$ cat config.mk
export PLATFORM = sky130hd
export DESIGN_NAME = camera_capture
export DESIGN_NICKNAME = d
export VERILOG_FILES = /design/src/rtl/camera_capture_pkg.sv /design/src/rtl/camera_capture_deserializer.sv /design/src/rtl/camera_capture.sv
export SDC_FILE = /design/constraint.sdc
export NUM_CORES = 2
export LEC_CHECK = 0
export BUFFER_PORTS_ARGS = -buffer_cell sky130_fd_sc_hd__buf_2
export CORE_AREA = 2 2 643 645
export CTS_CLUSTER_DIAMETER = 40
export DETAILED_ROUTE_END_ITERATION = 10
export DIE_AREA = 0 0 645 647
export SETUP_SLACK_MARGIN = 0.2
export SLEW_MARGIN = 10
export SYNTH_ARGS = -nofsm -noshare
export SYNTH_HDL_FRONTEND = slang
export SYNTH_SLANG_ARGS = --single-unit
$ cat constraint.sdc
create_clock -name fclk -period 4.7 [get_ports fclk]
set_clock_uncertainty 0.1 [all_clocks]
set_input_delay 0.235 -clock fclk [delete_from_list [all_inputs] [get_ports fclk]]
set_output_delay 0.235 -clock fclk [all_outputs]
set_load 0.01 [all_outputs]
$ cat src/rtl/camera_capture_pkg.sv
// Shared definitions for the camera capture path: command codes, capture states and defaults.
package camera_capture_pkg;

    localparam logic [31:0] CMD_START = 32'h0000_0001;
    localparam logic [31:0] CMD_STOP  = 32'h0000_0002;

    localparam int BURST_LEN_DEF = 16;

    typedef enum logic [1:0] {
        ST_IDLE    = 2'd0,
        ST_ARMED   = 2'd1,
        ST_CAPTURE = 2'd2,
        ST_FLUSH   = 2'd3
    } cap_state_t;

endpackage

$ cat src/rtl/camera_capture_deserializer.sv
// Packs narrow input beats into one wide word, lowest beat in the lowest bits.
// A flush emits a partially filled word with the unused upper beats zeroed.
module camera_capture_deserializer #(
    parameter int INLOGBITS  = 3,
    parameter int OUTLOGBITS = 6,
    localparam int IN_W      = 2 ** INLOGBITS,
    localparam int OUT_W     = 2 ** OUTLOGBITS
) (
    input  logic             clk,
    input  logic             rst_n,
    input  logic             in_valid,
    input  logic [IN_W-1:0]  in_data,
    input  logic             flush,
    output logic             out_valid,
    output logic [OUT_W-1:0] out_data
);

    localparam int RATIO_LOG = OUTLOGBITS - INLOGBITS;

    logic [RATIO_LOG-1:0] idx;
    logic [OUT_W-1:0]     acc;

    // NOTE: every register here is written with <= so all of them update from
    // the same pre-edge values; a blocking write would leak into later lines.
    always_ff @(posedge clk) begin
        if (!rst_n) begin
            idx       <= '0;
            acc       <= '0;
            out_valid <= 1'b0;
            out_data  <= '0;
        end else begin
            out_valid <= 1'b0;
            if (flush) begin
                if (idx != '0) begin
                    out_data  <= acc;
                    out_valid <= 1'b1;
                end
                idx <= '0;
                acc <= '0;
            end else if (in_valid) begin
                if (&idx) begin
                    out_data  <= {in_data, acc[OUT_W-IN_W-1:0]};
                    out_valid <= 1'b1;
                    acc       <= '0;
                    idx       <= '0;
                end else begin
                    acc[idx*IN_W +: IN_W] <= in_data;
                    idx                   <= idx + 1'b1;
                end
            end
        end
    end

endmodule

$ cat src/rtl/camera_capture.sv
// Camera capture: packs 8-bit pixels into 64-bit words, buffers them in a FIFO and
// offers them to the AXI burst writer; started and stopped over the command channel.
module camera_capture
    import camera_capture_pkg::*;
#(
    parameter int BURST_LEN    = BURST_LEN_DEF,
    parameter int FIFO_LOG     = 6,
    parameter int FRAME_PIXELS = 307200
) (
    input  logic        fclk,
    input  logic        rst_n,
    input  logic [31:0] cmd,
    input  logic        cmd_valid,
    output logic        cmd_ready,
    input  logic        cam_vsync,
    input  logic        cam_href,
    input  logic        cam_pix_valid,
    input  logic [7:0]  cam_data,
    output logic [63:0] wdata,
    output logic        wdata_valid,
    input  logic        wdata_ready,
    output logic        wdata_burst_valid,
    output logic        frame_done,
    output logic        overflow_err,
    output logic [7:0]  debug
);

    localparam int DEPTH = 2 ** FIFO_LOG;

    cap_state_t          state;
    logic                vsync_q;
    logic                stop_pending;
    logic                eof_d1;
    logic [18:0]         pix_cnt;
    logic                is_start, is_stop;
    logic                vsync_fall, vsync_rise, frame_end, pix_accept;
    logic                pk_valid;
    logic [63:0]         pk_data;
    logic [63:0]         mem [DEPTH];
    logic [FIFO_LOG-1:0] wr_ptr, rd_ptr;
    logic [FIFO_LOG:0]   count;
    logic                fifo_full, do_push, do_pop;

    assign cmd_ready  = 1'b1;
    assign is_start   = cmd_valid && (cmd == CMD_START);
    assign is_stop    = cmd_valid && (cmd == CMD_STOP);
    assign vsync_fall = vsync_q && !cam_vsync;
    assign vsync_rise = !vsync_q && cam_vsync;
    assign frame_end  = vsync_rise || (pix_cnt == 19'(FRAME_PIXELS));
    // A full frame accepts no further pixels while it waits to be flushed.
    assign pix_accept = (state == ST_CAPTURE) && cam_href && cam_pix_valid && !cam_vsync
                        && (pix_cnt != 19'(FRAME_PIXELS));

    always_ff @(posedge fclk) begin
        if (!rst_n) begin
            state        <= ST_IDLE;
            vsync_q      <= 1'b0;
            stop_pending <= 1'b0;
            eof_d1       <= 1'b0;
            frame_done   <= 1'b0;
            pix_cnt      <= '0;
        end else begin
            vsync_q    <= cam_vsync;
            eof_d1     <= (state == ST_FLUSH);
            frame_done <= eof_d1;
            if (pix_accept) pix_cnt <= pix_cnt + 1'b1;
            unique case (state)
                ST_IDLE: begin
                    stop_pending <= 1'b0;
                    if (is_start) state <= ST_ARMED;
                end
                ST_ARMED: begin
                    if (is_stop) begin
                        state <= ST_IDLE;
                    end else if (vsync_fall) begin
                        state   <= ST_CAPTURE;
                        pix_cnt <= '0;
                    end
                end
                ST_CAPTURE: begin
                    if (is_stop)   stop_pending <= 1'b1;
                    if (frame_end) state        <= ST_FLUSH;
                end
                ST_FLUSH: begin
                    state        <= (stop_pending || is_stop) ? ST_IDLE : ST_ARMED;
                    stop_pending <= 1'b0;
                end
            endcase
        end
    end

    camera_capture_deserializer #(.INLOGBITS(3), .OUTLOGBITS(6)) u_deser (
        .clk       (fclk),
        .rst_n     (rst_n),
        .in_valid  (pix_accept),
        .in_data   (cam_data),
        .flush     (state == ST_FLUSH),
        .out_valid (pk_valid),
        .out_data  (pk_data)
    );

    // Fullness is judged on the pre-pop count, so a push into a full FIFO drops
    // even when the writer pops in the same cycle.
    assign fifo_full = (count == (FIFO_LOG+1)'(DEPTH));
    assign do_push   = pk_valid && !fifo_full;
    assign do_pop    = wdata_ready && (count != '0);

    // NOTE: the storage array has no reset; emptiness is tracked by the pointers
    // and count, and the read port is masked while the FIFO is empty.
    always_ff @(posedge fclk) begin
        if (do_push) mem[wr_ptr] <= pk_data;
    end

    always_ff @(posedge fclk) begin
        if (!rst_n) begin
            wr_ptr       <= '0;
            rd_ptr       <= '0;
            count        <= '0;
            overflow_err <= 1'b0;
        end else begin
            if (do_push) wr_ptr <= wr_ptr + 1'b1;
            if (do_pop)  rd_ptr <= rd_ptr + 1'b1;
            if (pk_valid && fifo_full) overflow_err <= 1'b1;
            unique case ({do_push, do_pop})
                2'b10:   count <= count + 1'b1;
                2'b01:   count <= count - 1'b1;
                default: count <= count;
            endcase
        end
    end

    assign wdata_valid       = (count != '0);
    assign wdata             = wdata_valid ? mem[rd_ptr] : '0;
    assign wdata_burst_valid = (count >= (FIFO_LOG+1)'(BURST_LEN))
                               || ((state != ST_CAPTURE) && wdata_valid);
    assign debug             = {2'b00, state, stop_pending, fifo_full, overflow_err, frame_done};

endmodule

; Yosys cells after proc, flatten, opt, wreduce, memory -nomap -nowiden
; Memory sizes are Yosys's and may differ from the RTL's. A register that Yosys moved wholly into a read port is not among the register bits.
; Cells that the tools add are included.
[word_totals]
input_bits = 47
ram_bits = 4096
n_memories = 1
wordCells = 102
reg_bits = 177
[op_classes]
n_reduce_logical = 31
n_bitwise = 1
n_eq_ne = 16
magnitude_cmp = 1
n_mux = 29
shift = 2
add_sub_neg = 7
[mem_list]
columns = memory, words, width, read_ports, rd_clocked_by_memory_dff, write_ports, line_no
row1 = mem, 64, 64, 1, 1, 1, camera_capture.sv:39  ; logic [63:0] mem [DEPTH];
[op_table]
columns = operator, count
row1 = 64-bit 2-to-1 mux, 6
row2 = 19-bit 2-to-1 mux, 4
row3 = 64-bit bitwise mux, 1
row4 = 8-bit by 34-bit variable shift with 64-bit output (first input constant), 1
row5 = 8-bit by 34-bit indexed part select with 64-bit output, 1
row6 = 6-bit negator with 34-bit output, 1
row7 = 32-bit by 1-bit equality test with 1-bit output (second input constant), 1
row8 = 32-bit by 2-bit equality test with 1-bit output (second input constant), 1
row9 = 19-bit by 1-bit adder with 19-bit output (second input constant), 1
row10 = 19-bit equality test (second input constant), 1
row11 = 19-bit != test (second input constant), 1
row12 = 7-bit case mux with 2 select lines, 1
row13 = 6-bit by 1-bit adder with 6-bit output (second input constant), 2
row14 = 1-bit logical AND, 12
row15 = 6-bit 2-to-1 mux, 2
row16 = 2-bit != test (second input constant), 5
row17 = 3-bit AND reduction, 3
row18 = 1-bit 2-to-1 mux, 8
row19 = 2-bit 2-to-1 mux, 4
row20 = 2-bit case mux with 4 select lines, 1
row21 = 2-bit nonzero test, 4
row22 = 7-bit by 1-bit adder with 7-bit output (second input constant), 1
row23 = 7-bit equality test (second input constant), 1
row24 = 7-bit by 5-bit >= comparator with 1-bit output (second input constant), 1
row25 = 15 further kinds, 23

; Depth between registers and ports, before layout
[depth]
word_depth = 9
ltp_mapped = 15

; Modules after synthesis
; Synthesis repeated with hierarchy kept, for this count alone.
[hier_totals]
cells_unflattened = 7344
area_unflattened_um2 = 161972.8
[modules_own_cells]
columns = module, instances, cells_each, area_each_um2
row1 = camera_capture, 1, 6768, 156533.9
row2 = camera_capture_deserializer, 1, 576, 5439.0

; Worst setup path after synthesis
; No wires, ideal clock.
[synth_path]
path_kind = reg-to-reg
start = register count[2]
end = memory mem[31][0] (enable)
synth_period_minus_slack_ps = 4883
path_stages_with_launch = 8
path_buffers = 2
slack_ps = -183
arrival_time_ps = 4295
cell_sequence = dfxtp_1 buf_2 nor4_4 a31oi_1 and2_0 clkbuf_1 nand3_1 nor2_1
[synth_via]
elab_chain_cells = 5
[synth_lines]
columns = element, line_no
row1 = from (decl), camera_capture.sv:41  ; logic [FIFO_LOG:0] count;
row2 = from (signal assigned), camera_capture.sv:125  ; 2'b10: count <= count + 1'b1;
row3 = from (signal assigned), camera_capture.sv:126  ; 2'b01: count <= count - 1'b1;
row4 = from (signal assigned), camera_capture.sv:127  ; default: count <= count;
row5 = 7-bit equality test, camera_capture.sv:104  ; assign fifo_full = (count == (FIFO_LOG+1)'(DEPTH));
row6 = 1-bit zero test, camera_capture.sv:105  ; assign do_push = pk_valid && !fifo_full;
row7 = 1-bit logical AND, camera_capture.sv:105
row8 = 1-bit 2-to-1 mux, camera_capture.sv:111  ; if (do_push) mem[wr_ptr] <= pk_data;
row9 = 1-bit 2-to-1 mux (not written as such), camera_capture.sv:111
row10 = to (decl), camera_capture.sv:39
; No other way between the ends.

==> results by group <==
Run
  • Max-cap viol count: 0

STA
  • Final Critical Period: 4.404 ns
  • Post-route setup TNS: 0 ns
  • Worst slew margin: 0.1588
  • Hold Vio Cnt, Final: 0
  • Setup Viol. Count Final: 0
  • Final worst path period share: 0.9370
  • Max-slew violation count: 0
  • Worst Tran Pin Value: 1.262 ns
  • RSZ-0062 raised after global routing: yes
  • F_max: 0.2271 GHz

Critical path
  • Worst Setup End Kind: output port
  • Critical Path Start Type: register
  • Reg-to-Reg Start: count[1]
  • FF-to-FF path depth: 7
  • Slowest stage delay, CP: 0.58 ns
  • Critical path peak fanout: 36
  • CP Data Arrival Time: 4.07 ns
  • Most frequent CP cell: buf_12
  • CP required: 4.37 ns
  • Flop2flop setup slack: 0.88 ns
  • Reg2reg end: mem[49][37]
  • Worst path cell trace: buf_12, buf_12, buf_12, mux4_2, mux4_2, nor2b_1, a21oi_1, o21ai_1, buf_2
  • Path type of the worst setup path: register to output port
  • Critical path's slowest cell: mux4_2

Place
  • HPWL Detailed: 233700 um
  • GPL Wtd Cong: 0.8018
  • Port Buffers: 120
  • Placed cells: 12794

CTS
  • Clock-pin slew on the worst setup and hold paths: 0.06 ns
  • Clk root buf: clkbuf_16
  • CTS H-tree lvls: 6
  • Clk_lat worst skew: 1.01 ns
  • CTS buffer count: 535
  • TritonCTS clock tree: yes
  • Clk sink count: 4279
  • Deepest clock path buffer count: 4

Yosys
  • Top FF cell, synth: edfxtp_1
  • Ys Warns: 0
  • Distinct cells, synth: 57
  • Sequential area share after synthesis: 0.7750
  • Asr flop ratio synth: 0
  • Flip-flop and latch count after synthesis: 4279
  • Number of flops mapped to enable cells by yosys: 4096
  • Cell count after synthesis: 7251
  • Area of the mapped netlist: 163400 um2
  • Avg Cell Area, Syn: 22.54 um2

Final layout
  • Commonest non-fill, non-tap cell in the layout: edfxtp_1
  • Area growth from synthesis to layout: 18.03%
  • Post-Layout Cell Count: 13817
  • Commonest non-fill, non-tap cells in the layout: edfxtp_1 (4096), mux4_2 (1152), clkbuf_16 (553)
  • # fillers: 33274
  • Share of cells above drive strength 1: 0.3204
  • Nets: 7962

Floorplanning
  • Die Wd: 645 um
  • Num rows: 236
  • Die Span Y: 647 um
  • Core area: 411000 um2
  • Initial Util: 0.3976
  • Top-Level Pins: 124
  • Die area: 417300 um2

Min path
  • Hold Path Sink: u_deser.idx[2]
  • HP Class: primary input to register
  • Worst Hold Depth: 6
  • Hold path start: cam_pix_valid

Detailed routing
  • DR iter-0 viols: 9875
  • TritonRoute pass-1 iters: 5
  • Vias per cell: 5.759
  • Residual DRC count: 0
  • Routed WL: 437100 um
  • Antenna-violating nets left: 0
  • WL/cell: 31.63 um
  • Via count: 79567

Global route
  • Antenna violations before repair: 33
  • Gr ovfl total: 0
  • Total global-route track usage: 0.2060
  • First-pass GRT wire length: 614000 um
  • Largest net degree at the start of global routing: 100
  • Number of global-route vias before repair: 81753

Power and ir drop
  • Worst VDD drop: 0.3758 mV
  • Power Dens Cells: 430.5 nW/um2
  • Leak: 0.04980 uW

Run status
  • Run status: finished clean
## cells in the mapped netlist (all sizes together) (18+ instances only)
cell | n | area [um2]
xor2 | 20 | 175.2
dfxtp | 183 | 3664
and2 | 27 | 168.9
o21ai | 91 | 455.4
mux4 | 1152 | 25940
nor2b | 144 | 900.9
nand3 | 91 | 455.4
ha | 18 | 225.2
edfxtp | 4096 | 123000
a211oi | 63 | 473.0
buf | 207 | 1122
nor2 | 134 | 503.0
a22oi | 78 | 585.6
a21oi | 88 | 440.4
clkbuf | 198 | 743.2
nand2 | 243 | 912.1
mux2i | 205 | 2052
a21boi | 58 | 435.4
## critical path, delay by kind of cell, from the launching register on
kind | cells | cell delay, ns
buf+inv | 4 | 0.92
compound gates | 2 | 0.49
simple gates | 1 | 0.18
mux | 2 | 1.09
flops | 1 | 0.36
## registers in the layout (all words and copies together), names as in the netlist, 3 cells and up, named ones only
signal            cells
count                 7
mem                4096
u_deser.acc          64
wr_ptr                6
u_deser.out_data     64
rd_ptr                6
pix_cnt              19
u_deser.idx           3
## worst max path at each step
stage | endpoint | depth (start not counted) | slack (ns)
floorplan | mem[39][0] | 7 | -0.17
detailed placement | wdata[51] | 8 | 0.77
CTS | wdata[0] | 8 | 0.19
finish | wdata[49] | 9 | 0.30
global route | wdata[51] | 9 | 0.17
global placement | wdata[51] | 8 | 0.67
## where the power goes
part | internal, uW | total, uW | switching, uW
sequential | 41100 | 41100 | 1.72
clock | 25300 | 41800 | 16500
combinational | 42.7 | 123 | 79.8
total | 66400 | 83100 | 16600
## per-stage QoR
| stage | util | hold slack [ns] | total power [uW] | area [um2] | setup slack [ns] |
|---|---|---|---|---|---|
| 2_1_floorplan | - | 0.2567 | 41970 | 163500 | -0.1728 |
| 3_3_place_gp | 0.4225 | 0.3434 | 42020 | 173700 | 0.6710 |
| 3_5_place_dp | 0.4225 | 0.3355 | 42020 | 173700 | 0.7672 |
| 4_1_cts | 0.4685 | 0.03515 | 83680 | 192600 | 0.1867 |
| 5_1_grt | 0.4693 | 0.1380 | 85150 | 192900 | 0.1725 |
| 6_report | 0.4693 | 0.07405 | 83050 | 192900 | 0.2961 |
## routing by layer
metal / vias to the layer above / GRT usage / wire length (um)
li1: 31973 / - / -
met1: 43277 / 0.2900 / 178400
met2: 3636 / 0.3324 / 210100
met3: 671 / 0.03616 / 37040
met4: 10 / 0.05617 / 11360
met5: - / 0 / 63
## area by class of cell
cell class | count | area (um2) | area share
multi-input cells | 2552 | 35520 | 0.1841
inverters | 16 | 60.06 | 0.0003113
well taps | 5474 | 6849 | 0.03550
clock buffers | 611 | 13910 | 0.07208
diodes | 7 | 17.52 | 0.00009080
flip-flops and latches | 4279 | 126800 | 0.6572
repair buffers | 513 | 5319 | 0.02757
clock inverters | 365 | 4468 | 0.02316
## cells by family (layout without fill, tap and decap cells)
| family | count (synthesis) | in the layout | synth area share |
|---|---|---|---|
| mux | 1359 | 1359 | 0.1714 |
| xor+xnor | 33 | 33 | 0.001768 |
| flops | 4279 | 4279 | 0.7750 |
| fa+ha+maj | 18 | 18 | 0.001378 |
| buf+inv | 421 | 1505 | 0.01178 |
| other cells | 2 | 10 | 0.00004595 |
| compound gates | 443 | 443 | 0.01820 |
| simple gates | 696 | 696 | 0.02044 |
## what timing repair did
item,in CTS,in global routing
gates resized for setup,34,21
endpoints found under the setup margin,64,25
setup buffers,12,0
hold buffers,19,0
cloned,1,8
hold endpoints to repair,162,0
pin swaps,1,0
No activity file was read; power rests on OpenSTA's default activity.
